===== src/rtl/abr_masked_n_bit_sub.sv =====
// Two-share Boolean-masked ripple subtractor, one DOM bit-slice per pipeline stage.
// Optional ABR_MASKED_SUB_ADD_MODE_EN adds a per-operation sub_i select (1 = X-Y, 0 = X+Y).
module abr_masked_n_bit_sub #(
  parameter int WIDTH = 8
) (
  input  logic             clk,
  input  logic             rst_n,
  input  logic             zeroize,
  input  logic             valid_i,
`ifdef ABR_MASKED_SUB_ADD_MODE_EN
  input  logic             sub_i,
`endif
  input  logic [WIDTH-1:0] x0_i,
  input  logic [WIDTH-1:0] x1_i,
  input  logic [WIDTH-1:0] y0_i,
  input  logic [WIDTH-1:0] y1_i,
  input  logic [WIDTH-1:0] rnd_i,
  output logic             valid_o,
  output logic [WIDTH-1:0] d0_o,
  output logic [WIDTH-1:0] d1_o,
  output logic [1:0]       borrow_o
);

  logic [WIDTH:1]   r_vld;
  logic             w_sub_in;
  logic             w_sub_last;
  logic             w_last_en;
  logic [WIDTH:0]   w_c0;
  logic [WIDTH:0]   w_c1;
  logic [WIDTH-1:0] w_y0n;

  // Stage valid pipe: r_vld[k] marks an operation sitting in stage k.
  always_ff @(posedge clk or negedge rst_n) begin
    if (!rst_n) begin
      r_vld <= '0;
    end else if (zeroize) begin
      r_vld <= '0;
    end else begin
      r_vld[1] <= valid_i;
      for (int j = 2; j <= WIDTH; j++) r_vld[j] <= r_vld[j-1];
    end
  end

`ifdef ABR_MASKED_SUB_ADD_MODE_EN
  logic [WIDTH-1:1] r_mode;

  always_ff @(posedge clk or negedge rst_n) begin
    if (!rst_n) begin
      r_mode <= '0;
    end else if (zeroize) begin
      r_mode <= '0;
    end else begin
      r_mode[1] <= sub_i;
      for (int j = 2; j < WIDTH; j++) r_mode[j] <= r_mode[j-1];
    end
  end

  assign w_sub_in   = sub_i;
  assign w_sub_last = r_mode[WIDTH-1];
`else
  assign w_sub_in   = 1'b1;
  assign w_sub_last = 1'b1;
`endif

  assign valid_o   = r_vld[WIDTH];
  assign w_last_en = r_vld[WIDTH-1];

  // Subtraction inverts only share 0 of Y and seeds the carry shares with (1,0).
  assign w_y0n   = y0_i ^ {WIDTH{w_sub_in}};
  assign w_c0[0] = w_sub_in;
  assign w_c1[0] = 1'b0;

  for (genvar k = 0; k < WIDTH; k++) begin : g_bit
    localparam bit LAST = (k == WIDTH - 1);

    logic [3:0] w_in;
    logic [3:0] w_op;
    logic       w_x0, w_x1, w_yn0, w_yn1;
    logic       w_a0, w_a1, w_b0, w_b1, w_s0, w_s1;
    logic       w_en, w_inv;
    logic       r_in0, r_in1, r_cr0, r_cr1;
    logic [1:0] w_snext;
    logic [1:0] r_so;

    assign w_in = {y1_i[k], w_y0n[k], x1_i[k], x0_i[k]};

    // Input skew: bit k waits k cycles so it meets its carry.
    if (k == 0) begin : g_noskew
      assign w_op = w_in;
    end else begin : g_skew
      logic [3:0] r_sk [k];

      always_ff @(posedge clk or negedge rst_n) begin
        if (!rst_n) begin
          for (int j = 0; j < k; j++) r_sk[j] <= '0;
        end else if (zeroize) begin
          for (int j = 0; j < k; j++) r_sk[j] <= '0;
        end else begin
          r_sk[0] <= w_in;
          for (int j = 1; j < k; j++) r_sk[j] <= r_sk[j-1];
        end
      end

      assign w_op = r_sk[k-1];
    end

    assign w_x0  = w_op[0];
    assign w_x1  = w_op[1];
    assign w_yn0 = w_op[2];
    assign w_yn1 = w_op[3];

    assign w_a0 = w_x0 ^ w_yn0;
    assign w_a1 = w_x1 ^ w_yn1;
    assign w_b0 = w_x0 ^ w_c0[k];
    assign w_b1 = w_x1 ^ w_c1[k];
    assign w_s0 = w_a0 ^ w_c0[k];
    assign w_s1 = w_a1 ^ w_c1[k];

    // The final slice holds its result between operations and folds the borrow inversion into share 0.
    assign w_en  = !LAST || w_last_en;
    assign w_inv = LAST && w_sub_last;

    // DOM AND: in-domain terms with x folded in, cross-domain terms refreshed by rnd_i[k].
    always_ff @(posedge clk or negedge rst_n) begin
      if (!rst_n) begin
        r_in0 <= 1'b0;
        r_in1 <= 1'b0;
        r_cr0 <= 1'b0;
        r_cr1 <= 1'b0;
      end else if (zeroize) begin
        r_in0 <= 1'b0;
        r_in1 <= 1'b0;
        r_cr0 <= 1'b0;
        r_cr1 <= 1'b0;
      end else if (w_en) begin
        r_in0 <= w_x0 ^ (w_a0 & w_b0) ^ w_inv;
        r_in1 <= w_x1 ^ (w_a1 & w_b1);
        r_cr0 <= (w_a0 & w_b1) ^ rnd_i[k];
        r_cr1 <= (w_a1 & w_b0) ^ rnd_i[k];
      end
    end

    assign w_c0[k+1] = r_in0 ^ r_cr0;
    assign w_c1[k+1] = r_in1 ^ r_cr1;

    // Sum deskew: WIDTH-1-k free-running stages, then the held output register.
    if (LAST) begin : g_nodeskew
      assign w_snext = {w_s1, w_s0};
    end else begin : g_deskew
      logic [1:0] r_sd [WIDTH-1-k];

      always_ff @(posedge clk or negedge rst_n) begin
        if (!rst_n) begin
          for (int j = 0; j < WIDTH - 1 - k; j++) r_sd[j] <= '0;
        end else if (zeroize) begin
          for (int j = 0; j < WIDTH - 1 - k; j++) r_sd[j] <= '0;
        end else begin
          r_sd[0] <= {w_s1, w_s0};
          for (int j = 1; j < WIDTH - 1 - k; j++) r_sd[j] <= r_sd[j-1];
        end
      end

      assign w_snext = r_sd[WIDTH-2-k];
    end

    always_ff @(posedge clk or negedge rst_n) begin
      if (!rst_n) begin
        r_so <= '0;
      end else if (zeroize) begin
        r_so <= '0;
      end else if (w_last_en) begin
        r_so <= w_snext;
      end
    end

    assign d0_o[k] = r_so[0];
    assign d1_o[k] = r_so[1];
  end

  assign borrow_o = {w_c1[WIDTH], w_c0[WIDTH]};

endmodule


===== config.mk =====
export PLATFORM = sky130hd
export DESIGN_NAME = abr_masked_n_bit_sub
export DESIGN_NICKNAME = d
export VERILOG_FILES = /design/src/rtl/abr_masked_n_bit_sub.sv
export SDC_FILE = /design/constraint.sdc
export NUM_CORES = 1
export LEC_CHECK = 0
export CELL_PAD_IN_SITES_DETAIL_PLACEMENT = 0
export CELL_PAD_IN_SITES_GLOBAL_PLACEMENT = 1
export CORE_MARGIN = 5
export CORE_UTILIZATION = 48
export CTS_CLUSTER_DIAMETER = 30
export DETAILED_ROUTE_END_ITERATION = 16
export PLACE_DENSITY_LB_ADDON = 0.12
export SYNTH_ARGS = -nofsm -noshare
export SYNTH_HDL_FRONTEND = slang
export SYNTH_SLANG_ARGS = --single-unit

===== constraint.sdc =====
create_clock -name clk -period 1.7 [get_ports clk]
set_input_delay 0.255 -clock clk [delete_from_list [all_inputs] [get_ports clk]]
set_output_delay 0.255 -clock clk [all_outputs]
set_load 0.05 [all_outputs]

==> impl_metrics.json, run 1 <==
{
  "cts_root_buffer": "clkbuf_16",
  "cts.htree.levels": 2,
  "post-place-ws_ns": 0.1838,
  "vias": 4444,
  "postSynthCellCount": 633,
  "yosysUniqueCellTypes": 24,
  "syn_area_per_cell_sq_um": 13.15,
  "vias_per_cell": 4.521,
  "met3_length_microns": 649,
  "yosys.area.top_type": "dfrtp_1",
  "p_leak_nw": 4.999,
  "fillerInstances": 1357,
  "period_needed_ns": 1.561,
  "synth_area_leaders": "dfrtp_1 (67%), nor2b_1 (12%), xnor2_1 (4.3%), xnor3_1 (3.8%), nor2_1 (3.5%)",
  "worst-endpoint-required_ns": 1.44,
  "grt_usage": 0.1298,
  "io_pins": 63,
  "dp_hpwl_mm": 7.266,
  "coreArea_sq_mm": 0.01718,
  "row_count": 48,
  "highest_layer": "met4",
  "cts_resized": 0,
  "grt_pass1_vias": 4645,
  "syn-cell-area_sq_mm": 0.008327,
  "io_buffers": 62,
  "ys_warn_count": 0,
  "yosysTopAreaCellShare": 0.6732,
  "dieWidth_microns": 141.7,
  "cts_hold_buf": 1,
  "crit_type": "reg2out",
  "hold_slack_ns": 0.08315,
  "critPathArrivalTime_ns": 1.31,
  "clk_latency_ns": 0.51,
  "maxSlewViolCount": 0,
  "cts_buffer_depth": 3,
  "antenna_found_initial": 0,
  "tns_ns": 0,
  "drive_gt1_frac": 0.1478,
  "gp_congestion": 0.7435,
  "synth_commonest_cells": "dfrtp_1 (224), nor2b_1 (157), nor2_1 (78)",
  "dp.cells": 902,
  "start_util": 0.4848,
  "peakVddDrop_v": 0.0008583,
  "ys.flop_type": "dfrtp_1",
  "powerDensity_mw_per_mm2": 1327,
  "grt_setup_unrepaired": "false",
  "setup_ws_ns": 0.1390,
  "cap_violations": 0,
  "die_area_sq_mm": 0.02008,
  "ant_nets": 0,
  "placedInstanceArea_sq_mm": 0.009268,
  "drcViolationCount": 0,
  "clkTransAtPathRegs_ns": 0.05,
  "drt_iter0_markers": 176,
  "worstSetupStartpointType": "flop",
  "synthArstFlopShare": 1.000,
  "synth.net_count": 679,
  "cts_made_buffers": 44,
  "setup_viol": 0,
  "max_freq_ghz": 0.6406,
  "firstDrtPassIters": 4,
  "run_status": "complete, no violations",
  "area_delta_synth_final_pct": 28.31,
  "grt_pass1_wl_mm": 21.42,
  "grt_max_degree": 70,
  "critPathMaxFanout": 2,
  "synth_seq_cells": 224,
  "fin_area_sq_mm": 0.01068,
  "finalCritPeriodShare": 0.9182,
  "finalHoldViolCount": 0,
  "wl_met1_mm": 5.285,
  "die-height_microns": 141.7,
  "hold_path_class": "in2reg",
  "synth.yosys.seq_area_share": 0.6732,
  "layout.cells.non_filler": 983,
  "tightest_slew_ns": 0.3731,
  "cts_tree": "built",
  "relSlewSlack": 0.7513,
  "cp-end-kind": "primary output",
  "postCtsSetupRepairBufs": 0,
  "finalClockSkew_ns": 0.008975,
  "wl_met2_mm": 5.892,
  "drt_wl_total_mm": 12.12,
  "finalNetCount": 770,
  "synth_edf_count": 0,
  "antennaDiodeCount": 0,
  "yosysMostFrequentCell": "dfrtp_1",
  "grt_overflow_total": 0,
  "wl_per_cell_microns": 12.33,
  "clock-sinks": 224
}
## flip-flops by register name (all words and copies together) (netlist names)
| register | flops |
|---|---|
| g_bit.g_skew.r_sk | 88 |
| g_bit.g_deskew.r_sd | 44 |
| g_bit.w_op | 24 |
| g_bit.r_so | 16 |
| g_bit.w_snext | 12 |
| g_bit.r_cr0 | 8 |
| g_bit.r_cr1 | 8 |
| g_bit.r_in0 | 8 |
| g_bit.r_in1 | 8 |
| r_vld | 8 |
## layout by cell type (no fill, tap or decap), types with 3 or more instances in the layout
| cell type | count |
|---|---|
| bufinv_16 | 3 |
| o21a_1 | 12 |
| nand2_1 | 17 |
| xnor3_1 | 14 |
| nand2b_1 | 7 |
| buf_12 | 9 |
| xor2_1 | 5 |
| or2_2 | 6 |
| clkbuf_16 | 44 |
| nor2b_1 | 157 |
| clkbuf_1 | 5 |
| clkinvlp_4 | 5 |
| buf_4 | 20 |
| clkinv_2 | 16 |
| xnor2_1 | 41 |
| clkdlybuf4s50_1 | 41 |
| mux2i_1 | 26 |
| nor2_1 | 78 |
| dfrtp_1 | 224 |
## path summary, 6_finish.rpt
check	to	from	cells past startpoint	slack, ns
max in group asynchronous	g_bit[2].g_skew.r_sk[4]$_DFF_PN0_	rst_n	3	0.86
worst min register to register	g_bit[3].g_skew.r_sk[7]$_DFF_PN0_	g_bit[3].g_skew.r_sk[11]$_DFF_PN0_	1	0.45
worst min-delay path	g_bit[6].g_deskew.r_sd[0]$_DFF_PN0_	zeroize	2	0.08
min in group asynchronous	g_bit[7].r_in0$_DFFE_PN0P_	rst_n	2	0.25
worst max register to register	g_bit[7].r_cr1$_DFFE_PN0P_	g_bit[7].w_op[0]$_DFF_PN0_	3	0.25
worst max-delay path	borrow_o[1]	g_bit[7].r_cr1$_DFFE_PN0P_	2	0.14
## stage by stage
step / utilization / total power [mW]
after floorplan: - / 6.048
after global placement: 0.5396 / 6.351
after detailed placement: 0.5396 / 6.372
after CTS: 0.6220 / 14.41
after global routing: 0.6220 / 14.77
final: 0.6220 / 14.17
## report_power, final
part / leakage, nW / internal (mW) / switching [mW]
logic: 1.27 / 0.357 / 0.324
clock network: 0.692 / 5.28 / 2.62
registers: 3.04 / 5.52 / 0.0697
## layer usage
layer / vias up / global-route usage
li1: 2184 / -
met1: 2143 / 0.1601
met2: 89 / 0.2134
met3: 28 / 0.03977
met4: 0 / 0.05455
met5: - / 0
## layout make-up
| cell class | count | area (sq um) | share of cell area |
|---|---|---|---|
| clock buffer | 51 | 1147 | 0.1074 |
| clock inverter | 29 | 259.0 | 0.02424 |
| inverter | 2 | 7.507 | 0.0007027 |
| multi-input combinational | 379 | 2606 | 0.2439 |
| sequential | 224 | 5605 | 0.5247 |
| tap | 225 | 281.5 | 0.02635 |
| timing repair buffer | 73 | 777.0 | 0.07273 |
## critical path, stage by stage, from the launching register on
cell     delay, ns
dfrtp_1       0.39
xor2_1        0.24
buf_12        0.17
## cell families (layout without fill, tap and decap cells)
kind of cell,count (synthesis),after routing,share of synthesized area
mux,26,26,0.03125
buf+inv,30,155,0.01382
simple gates,271,271,0.1752
fa+ha+maj,2,2,0.003005
compound gates,20,20,0.01728
xor+xnor,60,60,0.08625
flops,224,224,0.6732
(Power assumes the default switching activity.)
==> run 2, diff against run 1 <==
--- a/config.mk
+++ b/config.mk
@@ -5,6 +5,7 @@
 export SDC_FILE = /design/constraint.sdc
 export NUM_CORES = 1
 export LEC_CHECK = 0
+export ABC_CLOCK_PERIOD_IN_PS = 1700
 export CELL_PAD_IN_SITES_DETAIL_PLACEMENT = 0
 export CELL_PAD_IN_SITES_GLOBAL_PLACEMENT = 1
 export CORE_MARGIN = 5
@@ -12,6 +13,8 @@
 export CTS_CLUSTER_DIAMETER = 30
 export DETAILED_ROUTE_END_ITERATION = 16
 export PLACE_DENSITY_LB_ADDON = 0.12
+export SETUP_SLACK_MARGIN = 0.5
 export SYNTH_ARGS = -nofsm -noshare
 export SYNTH_HDL_FRONTEND = slang
 export SYNTH_SLANG_ARGS = --single-unit
+export TNS_END_PERCENT = 50
==> impl_metrics.json, run 2 (synthesized netlist as in run 1, its figures left out) <==
{
  "critPathMaxFanout": 2,
  "crit_family": "flip-flops",
  "crit_chain": "xor2_2 > buf_12",
  "gp_congestion": 0.7269,
  "reg2reg_depth": 3,
  "drt_iter0_markers": 118,
  "highest_layer": "met4",
  "r2r-start": "g_bit[6].r_in0$_DFF_PN0_",
  "vias_per_cell": 4.474,
  "die_area_sq_mm": 0.02008,
  "antenna_found_initial": 0,
  "period_needed_ns": 1.529,
  "grt_usage": 0.1281,
  "tightest_slew_ns": 0.6349,
  "relSlewSlack": 0.5768,
  "start_util": 0.4848,
  "path_depth": 2,
  "largest_register_ffs": 88,
  "wl_per_cell_microns": 12.06,
  "crit_end": "borrow_o[0]",
  "coreArea_sq_mm": 0.01718,
  "finalHoldViolCount": 0,
  "peakVddDrop_v": 0.0008727,
  "row_count": 48,
  "layout.cells.non_filler": 994,
  "cts_tree": "built",
  "cp-end-kind": "primary output",
  "setup_ws_ns": 0.1708,
  "min_from": "zeroize",
  "critPathSlowestCell": "dfrtp_1",
  "p_leak_nw": 5.083,
  "crit_type": "reg2out",
  "fillerInstances": 1319,
  "grt_overflow_total": 0,
  "clk_latency_ns": 0.50,
  "max_freq_ghz": 0.6539,
  "rrSetupSlack_ns": 0.30,
  "vias": 4447,
  "dp_hpwl_mm": 7.059,
  "antennaDiodeCount": 0,
  "drive_gt1_frac": 0.1651,
  "ant_nets": 0,
  "hold_path_class": "in2reg",
  "worst-endpoint-required_ns": 1.44,
  "wl_met1_mm": 5.120,
  "cts_made_buffers": 40,
  "io_buffers": 62,
  "critPathArrivalTime_ns": 1.27,
  "cts_buffer_depth": 3,
  "finalCritPeriodShare": 0.8996,
  "dieWidth_microns": 141.7,
  "grt_setup_unrepaired": "true",
  "tns_ns": 0,
  "clkTransAtPathRegs_ns": 0.05,
  "layout_common_cells": "dfrtp_1 (224), nor2b_1 (157), nor2_1 (77)",
  "grt_max_degree": 69,
  "drt_wl_total_mm": 11.99,
  "cap_violations": 0,
  "dp.cells": 902,
  "post-place-ws_ns": 0.2042,
  "io_pins": 63,
  "firstDrtPassIters": 4,
  "cts.htree.levels": 2,
  "cp-startpoint": "g_bit[7].r_in0$_DFFE_PN0P_",
  "layout_commonest_cell": "dfrtp_1",
  "finalNetCount": 784,
  "run_status": "complete, no violations",
  "wl_met2_mm": 5.865,
  "grt_pass1_vias": 4590,
  "powerDensity_mw_per_mm2": 1300,
  "cts_root_buffer": "clkbuf_16",
  "area_delta_synth_final_pct": 30.56,
  "die-height_microns": 141.7,
  "grt_pass1_wl_mm": 21.25,
  "cpPeakStageDelay_ns": 0.41,
  "reg2reg_to": "g_bit[7].r_cr1$_DFFE_PN0P_",
  "maxSlewViolCount": 0,
  "drcViolationCount": 0,
  "largest_register": "g_bit.g_skew.r_sk",
  "finalClockSkew_ns": 0.01583,
  "worstSetupStartpointType": "flop",
  "path_buf_inv": 1,
  "clock-sinks": 224,
  "setup_viol": 0,
  "met3_length_microns": 746
}
run 2: changes by cell type in the layout (fill, tap and decap cells not counted), moves of 2 or more:
| cell | previous run | this run |
|---|---|---|
| buf_6 | 1 | 17 |
| clkinv_2 | 16 | 4 |
| clkbuf_8 | 2 | 6 |
| inv_6 | 2 | 6 |
| clkbuf_16 | 44 | 41 |
| buf_4 | 20 | 22 |
| clkinv_4 | 2 | 4 |
| xor2_1 | 5 | 3 |
| xor2_2 | 0 | 2 |
run 2: per-stage QoR:
step                instance area (sq um)  utilization  hold slack (ns)  power, mW
CTS                                 10770       0.6271          0.06808      14.36
floorplan                            8343            -         -0.04059      6.049
global placement                     9283       0.5404           0.1860      6.343
finish                              10870       0.6329          0.09150      14.14
detailed placement                   9283       0.5404           0.1916      6.364
global route                        10870       0.6329          0.09758      14.73
run 2: what timing repair did:
item / CTS / global route
setup buffers: 7 / 11
endpoints found under the hold margin: 43 / 0
pin swaps: 1 / 3
resized for setup: 12 / 5
hold buffers: 1 / 0
gates cloned: 0 / 0
setup endpoints to repair: 33 / 35
run 2: per-layer routing:
metal	GRT usage	up-vias
met5	0	-
met4	0.05101	0
met3	0.04179	23
met2	0.2069	90
met1	0.1609	2126
li1	-	2208
run 2: report_power, final:
| group | total (mW) | internal [mW] | switching (mW) | leakage (nW) |
|---|---|---|---|---|
| combinational | 0.687 | 0.360 | 0.327 | 1.37 |
| sequential | 5.59 | 5.52 | 0.0698 | 3.04 |
| clock | 7.86 | 5.31 | 2.55 | 0.670 |
run 2: how the worst min path moves through the flow:
| stage | endpoint | cells after the start |
|---|---|---|
| 2_1_floorplan | g_bit[0].g_deskew.r_sd[10]$_DFF_PN0_ | 0 |
| 3_3_place_gp | g_bit[7].r_in1$_DFFE_PN0P_ | 1 |
| 3_5_place_dp | g_bit[7].r_cr1$_DFFE_PN0P_ | 1 |
| 4_1_cts | g_bit[6].r_so[0]$_DFFE_PN0P_ | 2 |
| 5_1_grt | g_bit[6].g_deskew.r_sd[0]$_DFF_PN0_ | 2 |
| 6_report | g_bit[6].r_so[1]$_DFFE_PN0P_ | 2 |
run 2: layout make-up:
class / count / area (sq um) / share of cell area
Clock buffer: 51 / 1124 / 0.1033
Clock inverter: 22 / 257.7 / 0.02371
Inverter: 2 / 7.507 / 0.0006905
Multi-Input combinational cell: 379 / 2624 / 0.2413
Sequential cell: 224 / 5605 / 0.5156
Tap cell: 225 / 281.5 / 0.02589
Timing Repair Buffer: 91 / 972.2 / 0.08942
